## src/rtl/alu_flag_logger.sv

```systemverilog
// alu_flag_logger: watches the processor's overflow/equal/carry status flags,
// records every rising edge with a free-running cycle timestamp and queues the
// records in a small FIFO that a trace reader drains over valid/ready.
// Optional build macro FLAG_LOG_FALL_EN: also log falling edges and present
// them on rd_fall (otherwise rd_fall is constant zero).
module alu_flag_logger #(
  parameter int TS_W   = 16,
  parameter int ADDR_W = 3
) (
  input  logic              clk,
  input  logic              rst,
  input  logic              overflow,
  input  logic              equal,
  input  logic              carry,
  input  logic              rd_ready,
  output logic              rd_valid,
  output logic [2:0]        rd_rise,
  output logic [2:0]        rd_fall,
  output logic [TS_W-1:0]   rd_time,
  output logic [ADDR_W:0]   count,
  output logic [7:0]        drop_cnt
);

  localparam int DEPTH = 1 << ADDR_W;
  localparam logic [ADDR_W:0] FULL_CNT = (ADDR_W + 1)'(DEPTH);

  // Saturating increment for the drop counter: it sticks at all-ones.
  function automatic logic [7:0] sat_inc8(input logic [7:0] v);
    return (v == 8'hFF) ? v : v + 8'd1;
  endfunction

  logic [2:0]        flags;
  logic [2:0]        f_q;
  logic [2:0]        rise;
  logic [TS_W-1:0]   ts_q, ts_d;
  logic [ADDR_W-1:0] wr_ptr_q, wr_ptr_d;
  logic [ADDR_W-1:0] rd_ptr_q, rd_ptr_d;
  logic [ADDR_W:0]   count_q, count_d;
  logic [7:0]        drop_q, drop_d;
  logic              push_req;
  logic              full;
  logic              pop;
  logic              push;

  logic [2:0]        rise_mem [DEPTH];
  logic [TS_W-1:0]   time_mem [DEPTH];

  assign flags = {overflow, equal, carry};
  assign rise  = flags & ~f_q;

`ifdef FLAG_LOG_FALL_EN
  logic [2:0] fall;
  logic [2:0] fall_mem [DEPTH];
  assign fall     = ~flags & f_q;
  assign push_req = (|rise) | (|fall);
`else
  assign push_req = |rise;
`endif

  assign full     = (count_q == FULL_CNT);
  assign rd_valid = (count_q != '0);
  // rd_ready while empty is meaningless, so pop is qualified by rd_valid;
  // this also means an empty FIFO never bypasses a same-cycle push.
  assign pop      = rd_valid & rd_ready;
  // When full, a push is only accepted if a pop frees the head slot on the
  // same edge (the write lands in the slot being vacated).
  assign push     = push_req & (~full | pop);

  // Next-state for timestamp, pointers, occupancy and drop counter.
  always_comb begin
    ts_d     = ts_q + 1'b1;
    wr_ptr_d = push ? wr_ptr_q + 1'b1 : wr_ptr_q;
    rd_ptr_d = pop  ? rd_ptr_q + 1'b1 : rd_ptr_q;
    count_d  = count_q;
    if (push && !pop)
      count_d = count_q + 1'b1;
    else if (pop && !push)
      count_d = count_q - 1'b1;
    drop_d = drop_q;
    if (push_req && !push)
      drop_d = sat_inc8(drop_q);
  end

  // Control state: cleared immediately on rst, updated every clock otherwise.
  always_ff @(posedge clk or posedge rst) begin
    if (rst) begin
      f_q      <= 3'b000;
      ts_q     <= '0;
      wr_ptr_q <= '0;
      rd_ptr_q <= '0;
      count_q  <= '0;
      drop_q   <= '0;
    end else begin
      f_q      <= flags;
      ts_q     <= ts_d;
      wr_ptr_q <= wr_ptr_d;
      rd_ptr_q <= rd_ptr_d;
      count_q  <= count_d;
      drop_q   <= drop_d;
    end
  end

  // Record storage: contents are don't-care until written, since the head
  // outputs are masked whenever the FIFO is empty.
  always_ff @(posedge clk) begin
    if (push) begin
      rise_mem[wr_ptr_q] <= rise;
      time_mem[wr_ptr_q] <= ts_q;
`ifdef FLAG_LOG_FALL_EN
      fall_mem[wr_ptr_q] <= fall;
`endif
    end
  end

  assign rd_rise  = rd_valid ? rise_mem[rd_ptr_q] : 3'b000;
  assign rd_time  = rd_valid ? time_mem[rd_ptr_q] : '0;
`ifdef FLAG_LOG_FALL_EN
  assign rd_fall  = rd_valid ? fall_mem[rd_ptr_q] : 3'b000;
`else
  assign rd_fall  = 3'b000;
`endif
  assign count    = count_q;
  assign drop_cnt = drop_q;

endmodule
```

## config.mk

```make
export PLATFORM = sky130hd
export DESIGN_NAME = alu_flag_logger
export DESIGN_NICKNAME = d
export VERILOG_FILES = /design/src/rtl/alu_flag_logger.sv
export SDC_FILE = /design/constraint.sdc
export NUM_CORES = 1
export LEC_CHECK = 0
export BUFFER_PORTS_ARGS = -buffer_cell sky130_fd_sc_hd__buf_2
export CAP_MARGIN = 20
export CELL_PAD_IN_SITES_DETAIL_PLACEMENT = 0
export CELL_PAD_IN_SITES_GLOBAL_PLACEMENT = 2
export CORE_MARGIN = 10
export CORE_UTILIZATION = 47
export CTS_CLUSTER_SIZE = 40
export DETAILED_ROUTE_END_ITERATION = 10
export HOLD_SLACK_MARGIN = 0.12
export PLACE_DENSITY = 0.75
export SYNTH_ARGS = -nofsm -noshare
export SYNTH_HDL_FRONTEND = slang
export SYNTH_SLANG_ARGS = --single-unit
```

## constraint.sdc

```tcl
create_clock -name clk -period 3.93 [get_ports clk]
set_input_delay 0.1965 -clock clk [delete_from_list [all_inputs] [get_ports clk]]
set_output_delay 0.1965 -clock clk [all_outputs]
set_load 0.05 [all_outputs]
```

=== After elaboration in Yosys (flattened, before gate mapping) ===
Memories as Yosys holds them, arrays and structs flattened.
Index checks and enable logic that the tools add are counted.

* Add/sub/neg operators: 6
* Equal/unequal tests: 2
* Mux-type cells: 6
* Bitwise operators: 7
* Reduce and logical (&&, ||, !) cells: 9

{| class="wikitable"
|+ Operators by type and width
! operator !! count
|-
| adder 16 x 1 -> 16 bit, second input constant || 1
|-
| 2-to-1 mux 16 bit || 1
|-
| adder 8 x 1 -> 8 bit, second input constant || 1
|-
| equality test 8 bit, second input constant || 1
|-
| 2-to-1 mux 4 bit || 2
|-
| adder 3 x 1 -> 3 bit, second input constant || 2
|-
| adder 4 x 1 -> 4 bit, second input constant || 1
|-
| equality test 4 bit, second input constant || 1
|-
| nonzero test 4 bit || 1
|-
| subtractor 4 x 1 -> 4 bit, second input constant || 1
|-
| bitwise AND 3 bit || 1
|-
| logical AND 1 bit || 3
|-
| 2-to-1 mux 3 bit || 1
|-
| inverter 3 bit || 1
|-
| OR reduction 3 bit || 1
|-
| bitwise AND 1 bit || 2
|-
| zero test 1 bit || 2
|-
| 2-to-1 mux 1 bit || 2
|-
| inverter 1 bit || 2
|-
| AND reduction 2 bit || 1
|-
| nonzero test 2 bit || 1
|-
| bitwise OR 1 bit || 1
|}

* Register bits: 37
* Bits in writable memories: 152
* Bits of input ports: 6
* Output and inout bits: 35
* Word-level logic and storage cells: 38
* Memories: 2

{| class="wikitable"
|+ Memories
! memory !! depth !! bits a word !! read ports !! clocked after Yosys merged registers in !! write ports !! line !! text
|-
| time_mem || 8 || 16 || 1 || 0 || 1 || 46 || <nowiki>logic [TS_W-1:0] time_mem [DEPTH];</nowiki>
|-
| rise_mem || 8 || 3 || 1 || 0 || 1 || 45 || <nowiki>logic [2:0] rise_mem [DEPTH];</nowiki>
|}

=== Depth between registers and ports, before layout ===
Gate-level depths: netlist of the first run.

* Depth in word-level cells: 8
* Gate-level depth with buffers: 11
* Depth with buffers taken out: 11

=== Worst setup path after synthesis of the first run ===
OpenSTA, ideal clock, no wires.

* Path type: register -> register
* Start point: register count_q[0] (netlist: count[0])
* End point: memory rise_mem[0][0], enable pin
* Setup time: 0.444 ns
* Data arrival time: 2.965 ns
* Required time: 3.486 ns
* Slack: 0.521 ns
* Stages on the path, launching flop included: 5
* Buffers on the path: 0
* Period minus slack after synthesis: 3.409 ns
* Path through: dfrtp_1 -> nor3_4 -> nand2_1 -> nand2_2 -> nor4_1

* Word-level cells in the longest chain between the ends: 6
* Elaborated cells on any way between the ends: 8
* Classes of those cells: eq/ne: 1; mux: 2; bitwise: 4; reduce/logical: 1

{| class="wikitable"
|+ Ends and longest elaborated chain
! element !! line !! text
|-
| start: declaration || 38 || <nowiki>logic [ADDR_W:0] count_q, count_d;</nowiki>
|-
| start signal: assignment || 98 || <nowiki>count_q <= count_d;</nowiki>
|-
| nonzero test 4 bit / equality test 4 bit (equally long branches) || 61, 60 ||
|-
| bitwise AND 1 bit / inverter 1 bit (equally long branches) || 64, 67 ||
|-
| bitwise OR 1 bit * || 67 || <nowiki>assign push = push_req & (~full | pop);</nowiki>
|-
| bitwise AND 1 bit * || 67 ||
|-
| 2-to-1 mux 1 bit * || 106 || <nowiki>if (push) begin</nowiki>
|-
| 2-to-1 mux 1 bit (not written as such) * || 107 || <nowiki>rise_mem[wr_ptr_q] <= rise;</nowiki>
|-
| end: declaration || 45 ||
|}

Every way passes the cells marked *; elsewhere a longest branch is shown, timed or not.

=== Worst setup path in the final report of the first run ===
* Start point: input carry
* End point: register count_q[3] (netlist: count[3])

* Word-level cells in the longest chain between the ends: 6
* Elaborated cells on any way between the ends: 8
* Classes of those cells: mux: 1; bitwise: 2; reduce/logical: 5

{| class="wikitable"
|+ Ends and longest elaborated chain
! element !! line !! text
|-
| start: declaration || 14 || <nowiki>input logic carry,</nowiki>
|-
| bitwise AND 3 bit * || 49 || <nowiki>assign rise = flags & ~f_q;</nowiki>
|-
| net rise[0] || 34 || <nowiki>logic [2:0] rise;</nowiki>
|-
| OR reduction 3 bit * || 57 || <nowiki>assign push_req = |rise;</nowiki>
|-
| bitwise AND 1 bit * || 67 ||
|-
| net push || 43 || <nowiki>logic push;</nowiki>
|-
| zero test 1 bit || 77 || <nowiki>else if (pop && !push)</nowiki>
|-
| logical AND 1 bit || 77 ||
|-
| nonzero test 2 bit (no source line) || - ||
|}

The timed path passes the listed nets; every way through them passes the cells marked *.
A chain may end at the register's enable or synchronous reset.

==> flow_summary_export.csv, run 1 <==
group,metric,value,unit
status,status,"finished, final reports clean",
sta,tightest_slew,0.897,ns
floorplanning,num_rows,46,
floorplanning,core_area,15800,um^2
logic_synthesis,ys_seq_area_share,72.5,%
grt,grt_pass1_vias,3956,
cells_and_area,nets,482,
sta,rsz0062_at_grt,"no",
sta,hold_viol_final,0,
grt,grt_pass1_wl,22600,um
floorplanning,die-area,21600,um^2
place,place_ws,0.956,ns
logic_synthesis,synth_area_per_cell,18.7,um^2
sta,post-route-period-util,78.3,%
cells_and_area,final_common_cell,"edfxtp_1",
logic_synthesis,netlist_area,7570,um^2
logic_synthesis,synth_ff_type,"edfxtp_1",
sta,drv_slew,0,
cells_and_area,final_cell_mix,"edfxtp_1 (152), mux4_2 (38), buf_2 (37)",
clock_tree,cts_max_path_buffers,2,
floorplanning,die_x,147,um
logic_synthesis,syn_inst,405,
worst_setup_path,crit_family,"simple AND/OR/NAND/NOR gates",
clock_tree,post_cts_resized,0,
worst_setup_path,cp-start-kind,"input port",
logic_synthesis,synth_top_area_share,60.3,%
detailed_routing,wirelength,14000,um
floorplanning,dieHeight,147,um
logic_synthesis,yosysWarnings,0,
grt,grt_overflow,0,
clock_tree,cts_root_buf,"clkbuf_16",
logic_synthesis,ys_async_sr_fraction,19.6,%
logic_synthesis,ys_types,43,
clock_tree,ctsHoldBuffers,5,
worst_setup_path,required,4.23,ns
grt,antenna_found_initial,0,
worst_setup_path,critPathSlowestCell,"nor2b_1",
power_and_ir_drop,powerDensity,769,nW/um^2
detailed_routing,vias_per_cell,5.36,
worst_setup_path,crit_chain,"dlygate4sd3_1 -> buf_2 -> nor2b_1 -> or3_1 -> nand2_2 -> inv_1 -> ha_1 -> inv_1 -> ha_1 -> a21o_1 -> a2111oi_0 -> o31ai_1",
cells_and_area,syn_to_final_growth,14.9,%
sta,setup_tns,0,ns
clock_tree,insertion_delay,0.43,ns
sta,layout_min_cycle_time,3.08,ns
worst_setup_path,path_class,"input port to flip-flop",
worst_setup_path,arrival,3.38,ns
worst_setup_path,worstSetupEndpointType,"flip-flop",
worst_setup_path,cp_num_buf_inv,4,
logic_synthesis,synth-seq-cells,189,
power_and_ir_drop,ir_worst_vdd,0.575,mV
job,drv_cap,0,
worst_setup_path,crit_fanout,10,
detailed_routing,drtPass1Iterations,4,
cells_and_area,diodes,0,
grt,grt_usage,13.8,%
cells_and_area,drive_gt1_share,28.7,%
clock_tree,post_cts_buffers,0,
detailed_routing,route.vias.total,3739,
sta,fin_skew,0.00990,ns
detailed_routing,drc_errors,0,
detailed_routing,drt_iter0_drc,210,
floorplanning,initial_core_util,47.9,%
detailed_routing,ant_nets,0,
logic_synthesis,synthTopCellsByArea,"edfxtp_1 (60%), dfrtp_1 (12%), mux4_2 (11%), mux2i_1 (2.6%), xnor2_1 (1.7%)",
sta,fin_ws,0.854,ns
clock_tree,cts_tree,"built",
sta,max_freq,325,MHz
place,dp_hpwl,8290,um
floorplanning,ios,41,
clock_tree,numCtsBuffers,17,
clock_tree,path_clk_slew,0.07,ns
logic_synthesis,synth_largest_area_cell,"edfxtp_1",
worst_hold_path,hold_class,"input port to flip-flop",
power_and_ir_drop,p_leak,0.00322,uW
place,portBuffers,37,
clock_tree,cts.sinks,189,
clock_tree,cts_htree_levels,4,
worst_setup_path,critPathMaxStageDelay,0.59,ns
detailed_routing,wl_per_cell,20.2,um
grt,grt_max_degree,38,
sta,report.final.setup_viol,0,
place,gp_congestion,0.777,
sta,slew_headroom,40.2,%
logic_synthesis,synth_edf_count,152,
[worst paths after layout]
check	from	endpoint	slack [ns]	depth (start not counted)
min reg2reg	drop_cnt[7]	drop_cnt[7]	0.52	1
max in group asynchronous	rst	rd_ptr_q[0]	3.13	4
min in group asynchronous	rst	count[1]	0.43	4
max	carry	count[3]	0.85	12
max reg2reg	f_q[0]	count[3]	0.92	10
min	equal	f_q[1]	0.42	2
[final cells by class]
| cell class | count | area [um^2] |
|---|---|---|
| Clock buffer | 19 | 433 |
| Sequential cell | 189 | 5490 |
| Timing Repair Buffer | 58 | 368 |
| Clock inverter | 13 | 101 |
| Fill cell | 1282 | 7130 |
| Multi-Input combinational cell | 194 | 2010 |
| Tap cell | 216 | 270 |
| Inverter | 8 | 30.0 |
[cell usage after synthesis (all sizes together), types with 2 or more instances]
master and count:
and2 2, and3 3, buf 12, clkbuf 4, dfrtp 37, edfxtp 152, ha 7, inv 8
mux2 5, mux2i 20, mux4 38, nand2 14, nand2b 3, nand3 13, nand4 2, nor2 26
nor2b 3, nor3 12, nor4 6, o21ai 2, xnor2 15, xor2 10
[kinds of logic (layout without fill, tap and decap cells)]
logic type	after synthesis	in the layout	share of synthesized area, %
AO/OA/AOI/OAI	8	8	0.975
XOR/XNOR	25	25	2.89
adder cells (fa/ha/maj)	8	8	1.42
buffers and inverters	24	98	1.64
flip-flops	189	189	72.5
multiplexers	63	63	14.7
other	1	3	0.0495
AND/OR/NAND/NOR	87	87	5.86
[per-stage QoR]
step	cell area [um^2]	util (%)	total power, uW	hold slack (ns)	instances
floorplan	7580	-	4570	0.228	407
global placement	8120	51.3	5210	0.317	660
detailed placement	8120	51.3	5230	0.319	660
CTS	8700	55.0	6800	0.406	697
global route	8700	55.0	7040	0.411	697
finish	8700	55.0	6690	0.419	697
[power breakdown]
part | internal, uW | total (uW) | switching [uW]
Combinational | 846 | 2400 | 1560
Clock | 862 | 1560 | 700
Sequential | 2470 | 2730 | 256
Total | 4180 | 6690 | 2510
[worst reg2reg max path: cells and delay by family (launching register included)]
family,cells,cell delay (ns)
simple gates,3,0.97
compound gates,3,0.83
fa+ha+maj,2,0.51
buf+inv,2,0.22
flops,1,0.36
[flip-flops by register name, indices dropped and copies added (netlist names)]
signal    flops
drop_cnt      8
rd_ptr_q      3
ts_q         16
wr_ptr_q      3
rise_mem     24
f_q           3
time_mem    128
count         4
[layer usage]
layer  GRT usage [%]  routed length [um]  vias to the layer above
met5               0                   0                        -
li1                -                   -                     1702
met2            21.8                6760                       64
met1            17.9                6510                     1953
met4            5.35                 234                        0
met3            3.59                 534                       20
Note: power is estimated with default switching activity, not from simulation.
==> inputs of run 2 (changes only) <==
ABC_AREA = 1   (was default)
CORE_UTILIZATION = 36   (was 47)
PLACE_DENSITY = 0.71   (was 0.75)
clock period = 2.8 ns   (was 3.93 ns; I/O delays follow)
==> flow_summary_export.csv, run 2 <==
group,metric,value,unit
grt,antenna_found_initial,0,
logic_synthesis,syn_inst,806,
cells_and_area,syn_to_final_growth,14.6,%
power_and_ir_drop,total_power,10300,uW
place,place_area,8770,um^2
logic_synthesis,synthTopCellsByArea,"edfxtp_1 (56%), nand2_1 (14%), dfrtp_1 (11%), nor2_1 (3.9%), inv_1 (3.1%)",
sta,layout_min_cycle_time,2.58,ns
grt,grt_max_degree,42,
floorplanning,dieHeight,171,um
sta,slew_headroom,39.6,%
detailed_routing,ant_nets,0,
sta,hold_viol_final,0,
detailed_routing,drtPass1Iterations,4,
clock_tree,path_clk_slew,0.07,ns
cells_and_area,diodes,0,
cells_and_area,regArea,5490,um^2
worst_setup_path,required,2.66,ns
clock_tree,post_cts_buffers,0,
clock_tree,cts_htree_levels,4,
worst_setup_path,path_class,"flip-flop to primary output",
logic_synthesis,synth-seq-cells,189,
floorplanning,die_x,171,um
logic_synthesis,yosysMostFrequentCell,"nand2_1",
logic_synthesis,synth_largest_area_cell,"edfxtp_1",
place,dp_hpwl,11300,um
sta,setup_tns,0,ns
power_and_ir_drop,p_leak,0.00409,uW
job,drv_cap,0,
clock_tree,cts_max_path_buffers,2,
floorplanning,ios,41,
sta,report.final.setup_viol,0,
floorplanning,initial_core_util,36.4,%
logic_synthesis,netlist_area,8180,um^2
logic_synthesis,synth_top_area_share,55.8,%
cells_and_area,largest_register_ffs,128,
detailed_routing,wl_per_cell,15.9,um
logic_synthesis,synth_ff_type,"edfxtp_1",
logic_synthesis,synth_area_per_cell,10.1,um^2
clock_tree,numCtsBuffers,17,
status,status,"finished, final reports clean",
grt,grt_overflow,0,
logic_synthesis,synth_edf_count,152,
sta,tightest_slew,0.906,ns
power_and_ir_drop,powerDensity,1100,nW/um^2
logic_synthesis,ys_types,26,
detailed_routing,drc_errors,0,
sta,fin_skew,0.0127,ns
power_and_ir_drop,ir_worst_vdd,0.710,mV
grt,grt_pass1_wl,29900,um
logic_synthesis,ys_seq_area_share,67.1,%
floorplanning,core_area,22500,um^2
cells_and_area,final_cell_mix,"nand2_1 (299), edfxtp_1 (152), nor2_1 (77)",
place,portBuffers,37,
place,gp_congestion,0.762,
clock_tree,cts_tree,"built",
cells_and_area,top_register,"time_mem",
detailed_routing,drt_iter0_drc,350,
clock_tree,cts.sinks,189,
detailed_routing,wirelength,18400,um
cells_and_area,final_common_cell,"nand2_1",
clock_tree,cts_root_buf,"clkbuf_16",
detailed_routing,vias_per_cell,4.63,
worst_hold_path,hold_depth,2,
worst_hold_path,hold_class,"input port to flip-flop",
logic_synthesis,yosysWarnings,0,
logic_synthesis,ys_async_sr_fraction,19.6,%
cells_and_area,fillers,2137,
sta,post-route-period-util,92.2,%
logic_synthesis,synthTopCellsByCount,"nand2_1 (299), edfxtp_1 (152), nor2_1 (85), inv_1 (68), nand3_1 (50)",
worst_setup_path,reg2reg_depth,12,
worst_setup_path,worstSetupEndpointType,"primary output",
cells_and_area,post-route-util,41.7,%
cells_and_area,design_area,9370,um^2
cells_and_area,nets,872,
worst_setup_path,arrival,2.44,ns
grt,grt_pass1_vias,5481,
worst_setup_path,cp-start-kind,"flip-flop",
floorplanning,die-area,29200,um^2
cells_and_area,multi_input_area,2280,um^2
cells_and_area,drive_gt1_share,11.6,%
floorplanning,num_rows,55,
clock_tree,insertion_delay,0.43,ns
sta,fin_hold_ws,0.374,ns
sta,drv_slew,0,
sta,max_freq,388,MHz
grt,grt_usage,13.3,%
worst_setup_path,crit_fanout,41,
detailed_routing,route.vias.total,5358,
sta,rsz0062_at_grt,"no",
cells_and_area,reg_top3,"time_mem: 128 flops, rise_mem: 24 flops, ts_q: 16 flops",
-- run 2: cell count changes in the layout (fill, tap and decap cells not counted), moves of 20 or more --
| cell | change |
|---|---|
| o21ai_0 | +36 |
| nand3_1 | +37 |
| inv_1 | +61 |
| nand2_1 | +286 |
| nor2_1 | +54 |
| mux2i_1 | -20 |
| mux4_2 | -38 |
-- run 2: cell type report --
cell class / count / area share (%)
Clock buffer: 17 / 4.54
Inverter: 69 / 2.76
Timing Repair Buffer: 64 / 4.67
Tap cell: 285 / 3.80
Clock inverter: 15 / 1.33
Sequential cell: 189 / 58.6
Multi-Input combinational cell: 517 / 24.3
-- run 2: repair_timing --
item / CTS / global route
hold buffers: 5 / 0
hold endpoints to repair: 25 / 0
setup endpoints to repair: 0 / 0
gates resized for setup: 0 / 0
-- run 2: path summary, 6_finish.rpt --
check	slack, ns	to	from
max in group asynchronous	1.60	ts_q[2]	rst
worst max-delay path	0.22	rd_time[0]	rd_ptr_q[0]
worst max register to register	0.55	count[3]	count[0]
worst min register to register	0.54	drop_cnt[3]	drop_cnt[3]
min in group asynchronous	0.41	drop_cnt[1]	rst
worst min-delay path	0.37	f_q[2]	overflow
-- run 2: critical path: stages, from the launching register on --
cell     delay, ns
dfrtp_2       0.52
inv_2         0.42
buf_12        0.28
nand2_1       0.07
nand2_1       0.06
nand2_1       0.04
o21ai_0       0.10
nor2_1        0.06
nor2_1        0.15
buf_2         0.29
-- run 2: power by group --
group	total [uW]	switching (uW)	internal [uW]	leakage (uW)
combinational	4290	3200	1100	0.00196
sequential	3740	250	3490	0.00185
clock	2250	1030	1220	0.000268
-- run 2: cell families after synthesis --
kind of cell,synth area share (%)
buf+inv,5.38
compound gates,2.57
fa+ha+maj,1.32
other cells,0.0458
flops,67.1
simple gates,21.5
xor+xnor,2.03
-- run 2: routing by layer --
layer  track usage, %  share of wire, %  vias up
met5                0                 0        -
met3             2.51               3.6       15
met4             4.54               1.1        0
met1             16.5                46     2562
met2             22.9                49       74
li1                 -                 -     2707
-- run 2: per-stage QoR --
| step | instances | setup WS [ns] |
|---|---|---|
| floorplan | 808 | 0.312 |
| global placement | 1119 | 0.572 |
| detailed placement | 1119 | 0.560 |
| CTS | 1156 | 0.138 |
| global route | 1156 | 0.00396 |
| finish | 1156 | 0.220 |
